[src/rtl/mem_arbiter.sv]
// rtl/mem_arbiter.sv - fetch/data arbiter for a single-ported unified memory
`timescale 1ns/1ps
module mem_arbiter #(
    parameter int STARVE_MAX = 4
) (
    input  logic        clk,
    input  logic        reset,
    input  logic        ifreq,
    input  logic [31:0] ifaddr,
    output logic [31:0] ifrdata,
    output logic        ifready,
    input  logic        dreq,
    input  logic        dwe,
    input  logic [31:0] daddr,
    input  logic [31:0] dwdata,
    output logic [31:0] drdata,
    output logic        dready,
    output logic        mreq,
    output logic        mwe,
    output logic [31:0] maddr,
    output logic [31:0] mwdata,
    input  logic [31:0] mrdata,
    input  logic        mack
);

    typedef enum logic [1:0] {
        ST_IDLE  = 2'd0,
        ST_IBUSY = 2'd1,
        ST_DBUSY = 2'd2
    } state_t;

    localparam logic [3:0] STARVE_LIM = 4'(STARVE_MAX);

    state_t      state_q, state_d;
    logic [3:0]  starve_cnt_q, starve_cnt_d;
    logic        mreq_q, mreq_d;
    logic        mwe_q, mwe_d;
    logic [31:0] maddr_q, maddr_d;
    logic [31:0] mwdata_q, mwdata_d;
    logic [31:0] ifrdata_q, ifrdata_d;
    logic [31:0] drdata_q, drdata_d;
    logic        ifready_q, ifready_d;
    logic        dready_q, dready_d;

    logic        f_elig;
    logic        d_elig;
    logic        grant_d;
    logic        grant_f;

    // A port is eligible only outside its own ready cycle; data wins unless fetch has waited too long
    always_comb begin
        f_elig  = ifreq & ~ifready_q;
        d_elig  = dreq & ~dready_q;
        grant_d = 1'b0;
        grant_f = 1'b0;
        if (state_q == ST_IDLE) begin
            grant_d = d_elig & (~f_elig | (starve_cnt_q < STARVE_LIM));
            grant_f = f_elig & ~grant_d;
        end
    end

    // Next-state, memory-side request and response-holding registers
    always_comb begin
        state_d      = state_q;
        starve_cnt_d = starve_cnt_q;
        mreq_d       = mreq_q;
        mwe_d        = mwe_q;
        maddr_d      = maddr_q;
        mwdata_d     = mwdata_q;
        ifrdata_d    = ifrdata_q;
        drdata_d     = drdata_q;
        ifready_d    = 1'b0;
        dready_d     = 1'b0;

        unique case (state_q)
            ST_IDLE: begin
                if (grant_d) begin
                    state_d  = ST_DBUSY;
                    mreq_d   = 1'b1;
                    mwe_d    = dwe;
                    maddr_d  = daddr;
                    mwdata_d = dwdata;
                    // Only data grants made while fetch is asking count toward starvation
                    if (ifreq) begin
                        if (starve_cnt_q >= STARVE_LIM) begin
                            starve_cnt_d = STARVE_LIM;
                        end else begin
                            starve_cnt_d = starve_cnt_q + 4'd1;
                        end
                    end else begin
                        starve_cnt_d = 4'd0;
                    end
                end else if (grant_f) begin
                    state_d      = ST_IBUSY;
                    mreq_d       = 1'b1;
                    mwe_d        = 1'b0;
                    maddr_d      = ifaddr;
                    mwdata_d     = 32'd0;
                    starve_cnt_d = 4'd0;
                end
            end
            ST_IBUSY: begin
                if (mack) begin
                    state_d   = ST_IDLE;
                    mreq_d    = 1'b0;
                    mwe_d     = 1'b0;
                    ifrdata_d = mrdata;
                    ifready_d = 1'b1;
                end
            end
            ST_DBUSY: begin
                if (mack) begin
                    state_d  = ST_IDLE;
                    mreq_d   = 1'b0;
                    mwe_d    = 1'b0;
                    // Stores complete without disturbing the last load result
                    if (!mwe_q) begin
                        drdata_d = mrdata;
                    end
                    dready_d = 1'b1;
                end
            end
            default: begin
                state_d = ST_IDLE;
                mreq_d  = 1'b0;
                mwe_d   = 1'b0;
            end
        endcase
    end

    // State and registered outputs; reset abandons any outstanding memory transaction
    always_ff @(posedge clk) begin
        if (!reset) begin
            state_q      <= ST_IDLE;
            starve_cnt_q <= 4'd0;
            mreq_q       <= 1'b0;
            mwe_q        <= 1'b0;
            maddr_q      <= 32'd0;
            mwdata_q     <= 32'd0;
            ifrdata_q    <= 32'd0;
            drdata_q     <= 32'd0;
            ifready_q    <= 1'b0;
            dready_q     <= 1'b0;
        end else begin
            state_q      <= state_d;
            starve_cnt_q <= starve_cnt_d;
            mreq_q       <= mreq_d;
            mwe_q        <= mwe_d;
            maddr_q      <= maddr_d;
            mwdata_q     <= mwdata_d;
            ifrdata_q    <= ifrdata_d;
            drdata_q     <= drdata_d;
            ifready_q    <= ifready_d;
            dready_q     <= dready_d;
        end
    end

    assign mreq    = mreq_q;
    assign mwe     = mwe_q;
    assign maddr   = maddr_q;
    assign mwdata  = mwdata_q;
    assign ifrdata = ifrdata_q;
    assign drdata  = drdata_q;
    assign ifready = ifready_q;
    assign dready  = dready_q;

endmodule

[config.mk]
export PLATFORM = sky130hd
export DESIGN_NAME = mem_arbiter
export DESIGN_NICKNAME = d
export VERILOG_FILES = /design/src/rtl/mem_arbiter.sv
export SDC_FILE = /design/constraint.sdc
export NUM_CORES = 1
export LEC_CHECK = 0
export BUFFER_PORTS_ARGS = -buffer_cell sky130_fd_sc_hd__buf_2
export CORE_MARGIN = 3
export CORE_UTILIZATION = 40
export CTS_CLUSTER_SIZE = 8
export DETAILED_ROUTE_END_ITERATION = 8
export PLACE_DENSITY = 0.69
export SLEW_MARGIN = 20
export SYNTH_ARGS = -nofsm -noshare
export SYNTH_HDL_FRONTEND = slang
export SYNTH_SLANG_ARGS = --single-unit
[constraint.sdc]
create_clock -name clk -period 1.9 [get_ports clk]
set_input_delay 0.285 -clock clk [delete_from_list [all_inputs] [get_ports clk]]
set_output_delay 0.285 -clock clk [all_outputs]
set_load 0.05 [all_outputs]
==> flow_metrics.py, run 1 <==
metrics = {
    "power": {
        "p_sw_share_pct": 29.32,
        "power_density_mw_per_mm2": 1125,
        "intPower_mw": 6.054,
        "p_sw_mw": 2.511,
        "p_seq_share_pct": 37.3,
        "p_leak_nw": 3.425,
        "ir_drop_uv": 652.6,
        "clockPowerShare_pct": 42.6,
        "pwr-share-comb_pct": 20.1,
    },
    "routing": {
        "post_drt_wl_per_cell_um": 14.77,
        "drc_errors": 0,
        "wirelength_um": 15230,
        "drt_iter0_markers": 213,
        "avgViaCountPerCell": 4.829,
        "first_pass_iters": 4,
        "vias": 4979,
        "antenna_left": 0,
    },
    "worst_setup_path": {
        "critPathKind": "reg -> reg",
        "crit_path_end_kind": "flip-flop",
        "cp-start-kind": "flip-flop",
        "regToRegStartpoint": "state_q[0]",
        "rrSetupSlack_ns": 0.18,
        "critPathRequiredTime_ns": 2.23,
        "r2r_end": "drdata[27]",
        "rr_worst_depth": 6,
        "cp_max_fo": 32,
        "cp.arrival_ns": 2.05,
    },
    "yosys": {
        "ys_types": 37,
        "syn-num-nets": 729,
        "muxShareOfSynthArea_pct": 0.1822,
        "syn_avg_cell_area_um2": 9.296,
        "yosys.area.top_type": "dfxtp_1",
        "synth-seq-area-share_pct": 50.28,
        "synth_area_mm2": 0.005494,
        "synth.area.top_cells": "dfxtp_1, nand2_1, a21boi_0",
        "yosys.area_share.simple_pct": 22.84,
        "synthAdderAreaFrac_pct": 0.9110,
        "synth_top_area_share_pct": 50.28,
        "synth_top_family_by_area": "simple AND/OR/NAND/NOR gates",
        "ys_ff_latch": 138,
        "synth_compound_area_share_pct": 21.18,
        "ys_warn_count": 0,
        "synth_cells": 591,
        "synth_xor_area_share_pct": 0,
    },
    "timing": {
        "period_share_pct": 90.57,
        "hold_viol_final": 0,
        "fmax_mhz": 581.1,
        "final-setup-viol-count": 0,
        "totalNegativeSetupSlack_ns": 0,
        "worst_pin_slew_ns": 0.7018,
        "fin_crit_ns": 1.721,
        "slew_viol_final": 0,
        "fin_worst_skew_ns": 0.004368,
        "rsz0062_at_grt": "false",
        "slew_headroom_pct": 53.04,
    },
    "grt": {
        "grt_pass1_wl_um": 22940,
        "use_met2_pct": 31.94,
        "grt_usage_pct": 19.18,
        "met1_usage_pct": 22.15,
        "grt_max_degree": 71,
        "grt-busiest-layer": "met2",
        "grt_pass1_vias": 4630,
        "grt-ovfl-total": 0,
        "gr-usage-met3_pct": 7.960,
        "antenna_found_initial": 2,
    },
    "clocking": {
        "htree_levels": 4,
        "cts-buffers-inserted": 17,
        "holdBufCountCts": 0,
        "ctsRootBufferMaster": "clkbuf_16",
        "cts_resized": 0,
        "path_clk_slew_ns": 0.06,
        "clk_path_buf_depth": 2,
        "cts_tree": "built",
        "postCtsSetupRepairBufs": 0,
        "clk_latency_ns": 0.41,
        "cts_sinks": 138,
    },
    "placement": {
        "place_area_mm2": 0.006948,
        "hpwl_um": 10610,
        "globalplace.congestion": 0.7862,
        "io_buffers": 265,
    },
    "final_layout": {
        "synthToLayoutAreaGrowth_pct": 38.62,
        "nFillCells": 1285,
        "diodes": 0,
        "drive_gt1_share_pct": 38.36,
        "fin_area_mm2": 0.007616,
        "fin_nets": 980,
    },
    "floorplanning": {
        "die_w_um": 123.2,
        "dieArea_mm2": 0.01518,
        "io_pins": 266,
        "start_util_pct": 41.16,
        "die_y_um": 123.2,
        "core_mm2": 0.01335,
        "rows": 42,
    },
    "status": {
        "status": "finished clean",
    },
    "min_path": {
        "min_to": "ifrdata[19]",
        "hold_depth": 3,
        "hold_class": "in -> reg",
        "hp-start": "mrdata[19]",
    },
    "job": {
        "maxCapViolCount": 0,
    },
}
[critical path, stage by stage, from the launching register on]
cell and delay (ns):
dfxtp_1 0.37, inv_1 0.08, ha_1 0.21, nand2_1 0.10
or2_2 0.56, nand2_1 0.12, a21boi_0 0.19
[cells in the mapped netlist, drive strengths merged]
library cell / n
and2: 2
a211oi: 1
a21o: 1
o21a: 1
o221a: 1
dfxtp: 138
o211ai: 2
a21boi: 65
nor4b: 1
clkbuf: 20
a21oi: 2
or2: 35
a31oi: 1
inv: 2
and3: 3
nand3: 1
a22oi: 33
nand2: 134
and2b: 1
ha: 4
o21ai: 4
nor2: 5
mux2i: 1
buf: 28
o211a: 1
a32o: 32
nand2b: 34
nor2b: 37
nor3: 1
[cell type report]
type | instances | area [um2] | share of cell area [%]
Clock buffer | 20 | 466.7 | 6.128
Clock inverter | 12 | 193.9 | 2.546
Inverter | 2 | 7.507 | 0.09857
Multi-Input combinational cell | 403 | 2489 | 32.68
Sequential cell | 138 | 2763 | 36.27
Tap cell | 176 | 220.2 | 2.891
Timing Repair Buffer | 280 | 1476 | 19.39
[power by group through the flow]
stage               registers, mW  logic (mW)  clock network [mW]
floorplan                    3.92       0.576                   0
global placement             3.25        1.72                   0
detailed placement           3.26        1.73                   0
global route                 3.22        1.84                3.84
finish                       3.20        1.72                3.65
CTS                          3.20        1.73                3.72
[flip-flops by register name, summed over array words and instances, names as in the netlist]
name          count
drdata           32
dready            1
ifrdata          32
ifready           1
maddr            32
mreq              1
mwdata           32
mwe               1
starve_cnt_q      4
state_q           2
[how the worst max path moves through the flow]
stage / from / endpoint / slack, ns / cells past startpoint
floorplan: ifready / maddr[13] / 0.20 / 5
global placement: ifreq / maddr[0] / 0.05 / 5
detailed placement: ifreq / maddr[1] / 0.02 / 5
CTS: ifready / maddr[1] / 0.05 / 4
global route: state_q[0] / drdata[18] / 0.003 / 6
finish: state_q[0] / drdata[27] / 0.18 / 6
[through the flow]
step	instances	hold WS, ns	worst slack, ns	utilization, %	power (mW)
2_1_floorplan	591	0.4299	0.1999	-	4.497
3_3_place_gp	999	0.4430	0.04733	52.05	4.976
3_5_place_dp	999	0.4490	0.02358	52.05	4.983
4_1_cts	1031	0.1127	0.05443	57.00	8.650
5_1_grt	1031	0.1231	0.003084	57.06	8.900
6_report	1031	0.1288	0.1791	57.06	8.565
[logic make-up after synthesis]
family / count (synthesis)
multiplexers: 1
flip-flops: 138
adder cells (fa/ha/maj): 4
AND/OR/NAND/NOR: 254
AO/OA/AOI/OAI: 144
buffers and inverters: 50
[metal layers]
metal | wire length (um) | part of all wire, %
met1 | 6211 | 41
met2 | 7242 | 48
met3 | 1525 | 10
met4 | 220 | 1.4
met5 | 27 | 0.18
[cells in the final DEF (no fill, tap or decap), types with 2 or more instances in the layout]
master,instances
bufinv_16,5
buf_12,3
or2_1,22
ha_1,4
inv_1,2
clkbuf_16,17
dfxtp_1,138
clkbuf_8,3
buf_2,265
nand2b_1,34
a22oi_1,33
nor2_2,3
and3_1,3
buf_4,12
or2_0,6
or2_2,7
nand2_1,134
a21boi_0,64
nor2b_1,37
and2_1,2
a32o_1,32
nor2_1,2
clkinvlp_4,2
a21oi_1,2
o21ai_0,2
clkinv_2,4
Power figures use the tool's default switching activity.
==> inputs of run 2 (changes only) <==
--- a/config.mk
+++ b/config.mk
@@ -10,6 +10,7 @@
 export CORE_UTILIZATION = 40
 export CTS_CLUSTER_SIZE = 8
 export DETAILED_ROUTE_END_ITERATION = 8
+export GPL_TIMING_DRIVEN = 0
 export PLACE_DENSITY = 0.69
 export SLEW_MARGIN = 20
 export SYNTH_ARGS = -nofsm -noshare
==> run 2 against run 1 <==
Effect of this change:
- first-iteration DRC count down 22%
- critical path depth unchanged
- cell area about the same
- sequential cell count unchanged
- core utilization up 0.056 points
==> flow_metrics.py, run 2 (same netlist as run 1, synthesis figures left out) <==
metrics = {
    "status": {
        "status": "finished clean",
    },
    "timing": {
        "rsz0062_at_grt": "false",
        "hold_viol_final": 0,
        "fmax_mhz": 588.4,
        "worst_pin_slew_ns": 0.4655,
        "fin_crit_ns": 1.700,
        "fin_worst_skew_ns": 0.01105,
        "final-setup-viol-count": 0,
        "slew_viol_final": 0,
        "slew_headroom_pct": 68.97,
        "totalNegativeSetupSlack_ns": 0,
        "period_share_pct": 89.45,
    },
    "final_layout": {
        "multi_input_area_mm2": 0.002479,
        "fin_nets": 1011,
        "final-seq-area_mm2": 0.002763,
        "synthToLayoutAreaGrowth_pct": 38.76,
        "instances_no_fill": 1062,
        "layout_common_cells": "buf_2, dfxtp_1, nand2_1, a21boi_0, nor2b_1",
        "layout_commonest_cell": "buf_2",
        "nFillCells": 1250,
        "drive_gt1_share_pct": 38.04,
        "diodes": 0,
    },
    "clocking": {
        "cts_tree": "built",
        "ctsRootBufferMaster": "clkbuf_16",
        "htree_levels": 4,
        "cts_resized": 0,
        "clk_latency_ns": 0.41,
        "path_clk_slew_ns": 0.06,
        "cts_sinks": 138,
        "cts-buffers-inserted": 17,
        "clk_path_buf_depth": 2,
    },
    "grt": {
        "gr-usage-met3_pct": 7.640,
        "antenna_found_initial": 1,
        "grt_max_degree": 17,
        "grt_pass1_vias": 4937,
        "met1_usage_pct": 24.04,
        "grt-ovfl-total": 0,
        "grt_pass1_wl_um": 24170,
        "grt-busiest-layer": "met2",
        "grt_usage_pct": 20.44,
        "use_met2_pct": 33.40,
    },
    "routing": {
        "drt_iter0_markers": 167,
        "wirelength_um": 15650,
        "vias": 5151,
        "drc_errors": 0,
        "first_pass_iters": 4,
        "post_drt_wl_per_cell_um": 14.74,
        "avgViaCountPerCell": 4.850,
        "antenna_left": 0,
    },
    "worst_setup_path": {
        "crit_path_end_kind": "flip-flop",
        "critPathKind": "reg -> reg",
        "critPathRequiredTime_ns": 2.24,
        "cp_max_fo": 10,
        "cp-start-kind": "flip-flop",
        "cp.arrival_ns": 2.04,
    },
    "floorplanning": {
        "dieArea_mm2": 0.01518,
        "io_pins": 266,
        "core_mm2": 0.01335,
        "start_util_pct": 41.16,
        "rows": 42,
        "die_y_um": 123.2,
        "die_w_um": 123.2,
    },
    "placement": {
        "globalplace.congestion": 0.7905,
        "io_buffers": 264,
        "placed_cells": 1031,
        "hpwl_um": 11910,
    },
    "power": {
        "power_density_mw_per_mm2": 1073,
        "ir_drop_uv": 675.7,
        "p_leak_nw": 3.454,
    },
    "job": {
        "maxCapViolCount": 0,
    },
    "min_path": {
        "hold_class": "in -> reg",
    },
}
-- run 2: cell count changes in the layout (fill, tap and decap cells not counted), sizes merged --
cell	change
clkbuf	+21
buf	+12
bufinv	-3
clkinv	+2
clkinvlp	-1
-- run 2: repair_timing --
| item | 4_1_cts | 5_1_grt |
|---|---|---|
| setup buffers | 0 | 0 |
| endpoints found under the setup margin | 0 | 39 |
| hold buffers | 0 | 0 |
-- run 2: final timing paths --
check / endpoint / slack (ns) / cells past startpoint / start
max: mwdata[30] / 0.20 / 6 / state_q[0]
min: drdata[2] / 0.13 / 3 / mrdata[2]
min reg2reg: drdata[31] / 0.46 / 2 / drdata[31]
max reg2reg: mwdata[30] / 0.20 / 6 / state_q[0]
-- run 2: critical path, cell delays in order (launching register included) --
cell and delay (ns):
dfxtp_1 0.33, inv_1 0.09, ha_1 0.34, o211a_1 0.35, buf_2 0.27, a22oi_1 0.11, nor2b_1 0.13
-- run 2: cell type report --
cell class,count,share of cell area [%]
Buffer,47,3.168
Clock buffer,22,6.220
Clock inverter,10,1.543
Inverter,2,0.09847
Multi-Input combinational cell,403,32.51
Sequential cell,138,36.24
Tap cell,176,2.889
Timing Repair Buffer,264,17.33
-- run 2: per-stage QoR --
step | hold slack (ns) | instance area [um2] | setup WS, ns | util (%) | total power [mW]
6_report | 0.1328 | 7624 | 0.2004 | 57.11 | 8.183
5_1_grt | 0.1223 | 7624 | 0.03920 | 57.11 | 8.556
4_1_cts | 0.1146 | 7627 | 0.04553 | 57.14 | 8.275
3_5_place_dp | 0.4501 | 7036 | 0.06574 | 52.71 | 5.008
3_3_place_gp | 0.4429 | 7036 | 0.1136 | 52.71 | 4.999
2_1_floorplan | 0.4299 | 5494 | 0.1999 | - | 4.497
-- run 2: where the power goes --
part / internal, mW / switching, mW / leakage (nW)
sequential: 3.10 / 0.102 / 1.13
clock: 2.04 / 1.21 / 0.290
combinational: 0.538 / 1.20 / 2.04
-- run 2: routing by layer --
layer  vias up  share of wire [%]
met4         2                2.2
met1      2357                 41
li1       2576                  -
met2       183                 48
met3        33                9.3
met5         -               0.10
==> inputs of run 3 (changes only) <==
--- a/config.mk
+++ b/config.mk
@@ -6,7 +6,7 @@
 export NUM_CORES = 1
 export LEC_CHECK = 0
 export BUFFER_PORTS_ARGS = -buffer_cell sky130_fd_sc_hd__buf_2
-export CORE_MARGIN = 3
+export CORE_MARGIN = 1.5
 export CORE_UTILIZATION = 40
 export CTS_CLUSTER_SIZE = 8
 export DETAILED_ROUTE_END_ITERATION = 8
==> run 3 against run 2 <==
Effect of this change:
- wire length fell by 2.6%
- largest cell class unchanged
- clock skew decreased by 0.0052 ns
- sequential cell count unchanged
- power up 1.6%
- first-iteration DRC count grew 11%
- highest routed layer unchanged
- critical path type unchanged
- die area shrank 4.8%
- register-to-register slack worse by 0.03 ns
==> flow_metrics.py, run 3 (same netlist as run 1, synthesis figures left out) <==
metrics = {
    "worst_setup_path": {
        "cp_max_fo": 10,
        "rr_worst_depth": 6,
        "cp-start-kind": "flip-flop",
        "cp.arrival_ns": 2.03,
        "r2r_end": "maddr[21]",
        "critPathKind": "reg -> reg",
        "critPathRequiredTime_ns": 2.20,
        "regToRegStartpoint": "state_q[0]",
        "crit_path_end_kind": "flip-flop",
        "rrSetupSlack_ns": 0.17,
    },
    "clocking": {
        "path_clk_slew_ns": 0.06,
        "clk_path_buf_depth": 2,
        "ctsRootBufferMaster": "clkbuf_16",
        "cts_sinks": 138,
        "clk_latency_ns": 0.41,
        "htree_levels": 4,
        "cts-buffers-inserted": 17,
        "holdBufCountCts": 0,
        "cts_tree": "built",
    },
    "final_layout": {
        "fin_nets": 1011,
        "layout_commonest_cell": "buf_2",
        "synthToLayoutAreaGrowth_pct": 39.17,
        "drive_gt1_share_pct": 37.85,
        "layout_common_cells": "buf_2, dfxtp_1, nand2_1, a21boi_0, nor2b_1",
        "diodes": 0,
        "nFillCells": 1256,
    },
    "timing": {
        "hold_viol_final": 0,
        "fin_crit_ns": 1.725,
        "fmax_mhz": 579.7,
        "slew_headroom_pct": 68.44,
        "rsz0062_at_grt": "false",
        "final-setup-viol-count": 0,
        "totalNegativeSetupSlack_ns": 0,
        "hold_ws_ns": 0.1347,
        "period_share_pct": 90.80,
        "fin_worst_skew_ns": 0.005887,
        "slew_viol_final": 0,
        "worst_pin_slew_ns": 0.4734,
    },
    "routing": {
        "vias": 5153,
        "wirelength_um": 15240,
        "post_drt_wl_per_cell_um": 14.36,
        "first_pass_iters": 4,
        "antenna_left": 0,
        "drc_errors": 0,
        "drt_iter0_markers": 185,
        "avgViaCountPerCell": 4.857,
    },
    "grt": {
        "grt_pass1_wl_um": 24650,
        "grt_usage_pct": 21.48,
        "grt_max_degree": 17,
        "grt-ovfl-total": 0,
        "antenna_found_initial": 1,
        "grt_pass1_vias": 5150,
    },
    "job": {
        "maxCapViolCount": 0,
    },
    "placement": {
        "hpwl_um": 11410,
        "io_buffers": 264,
        "globalplace.congestion": 0.8024,
    },
    "power": {
        "power_density_mw_per_mm2": 1087,
        "p_leak_nw": 3.455,
        "ir_drop_uv": 562.8,
    },
    "floorplanning": {
        "dieArea_mm2": 0.01445,
        "core_mm2": 0.01335,
        "start_util_pct": 41.16,
        "die_y_um": 120.2,
        "die_w_um": 120.2,
        "rows": 42,
        "io_pins": 266,
    },
    "min_path": {
        "hp-start": "mrdata[2]",
        "min_to": "ifrdata[2]",
        "hold_class": "in -> reg",
        "hold_depth": 3,
    },
    "status": {
        "status": "finished clean",
    },
}
==> run 3: worst max-delay path, stage by stage, from the launching register on <==
cell and delay [ns]:
dfxtp_1 0.39, inv_1 0.08, ha_1 0.32, o211ai_2 0.17
buf_2 0.29, nand2b_1 0.11, a32o_1 0.25
==> run 3: worst max path at each step <==
stage	end	slack (ns)	cells past startpoint	start
after floorplan	maddr[13]	0.20	5	ifready
after global placement	maddr[7]	0.06	7	state_q[0]
after detailed placement	maddr[3]	0.06	7	state_q[0]
after CTS	maddr[3]	0.05	7	state_q[0]
after global routing	drdata[20]	0.03	8	state_q[0]
final	maddr[21]	0.17	6	state_q[0]
==> run 3: routing by layer <==
| metal | GRT usage (%) | routed length [um] | vias up |
|---|---|---|---|
| met5 | 0 | 13 | - |
| met1 | 25.00 | 6317 | 2363 |
| li1 | - | - | 2574 |
| met2 | 35.86 | 7243 | 186 |
| met4 | 9.152 | 343 | 2 |
| met3 | 7.500 | 1320 | 28 |
==> run 3: repair_timing <==
item	in CTS	in global routing
endpoints found under the setup margin	0	53
gates resized for setup	0	3
setup buffers	0	0
==> run 3: through the flow <==
| step | cell area [um2] | util [%] | power [mW] | instances | worst slack (ns) |
|---|---|---|---|---|---|
| 2_1_floorplan | 5494 | - | 4.497 | 591 | 0.1999 |
| 3_3_place_gp | 7036 | 52.71 | 4.994 | 1031 | 0.05808 |
| 3_5_place_dp | 7036 | 52.71 | 5.005 | 1031 | 0.06077 |
| 4_1_cts | 7642 | 57.26 | 8.407 | 1062 | 0.04506 |
| 5_1_grt | 7646 | 57.28 | 8.660 | 1061 | 0.02653 |
| 6_report | 7646 | 57.28 | 8.312 | 1061 | 0.1748 |
==> run 3: layout make-up <==
type                       count  area [um2]  area share (%)
sequential                   138        2763           36.13
clock inverter                 6       111.4           1.456
timing repair buffer         264        1321           17.28
inverter                       2       7.507         0.09818
clock buffer                  25       495.5           6.480
buffer                        47       244.0           3.191
multi-input combinational    403        2484           32.48
tap                          176       220.2           2.880
==> run 3: where the power goes <==
group          total [mW]  internal, mW  switching, mW  leakage [nW]
Combinational        1.75         0.541           1.21          2.04
Clock                3.37          2.20           1.17         0.294
Sequential           3.19          3.10         0.0980          1.13
Total                8.31          5.84           2.48          3.45
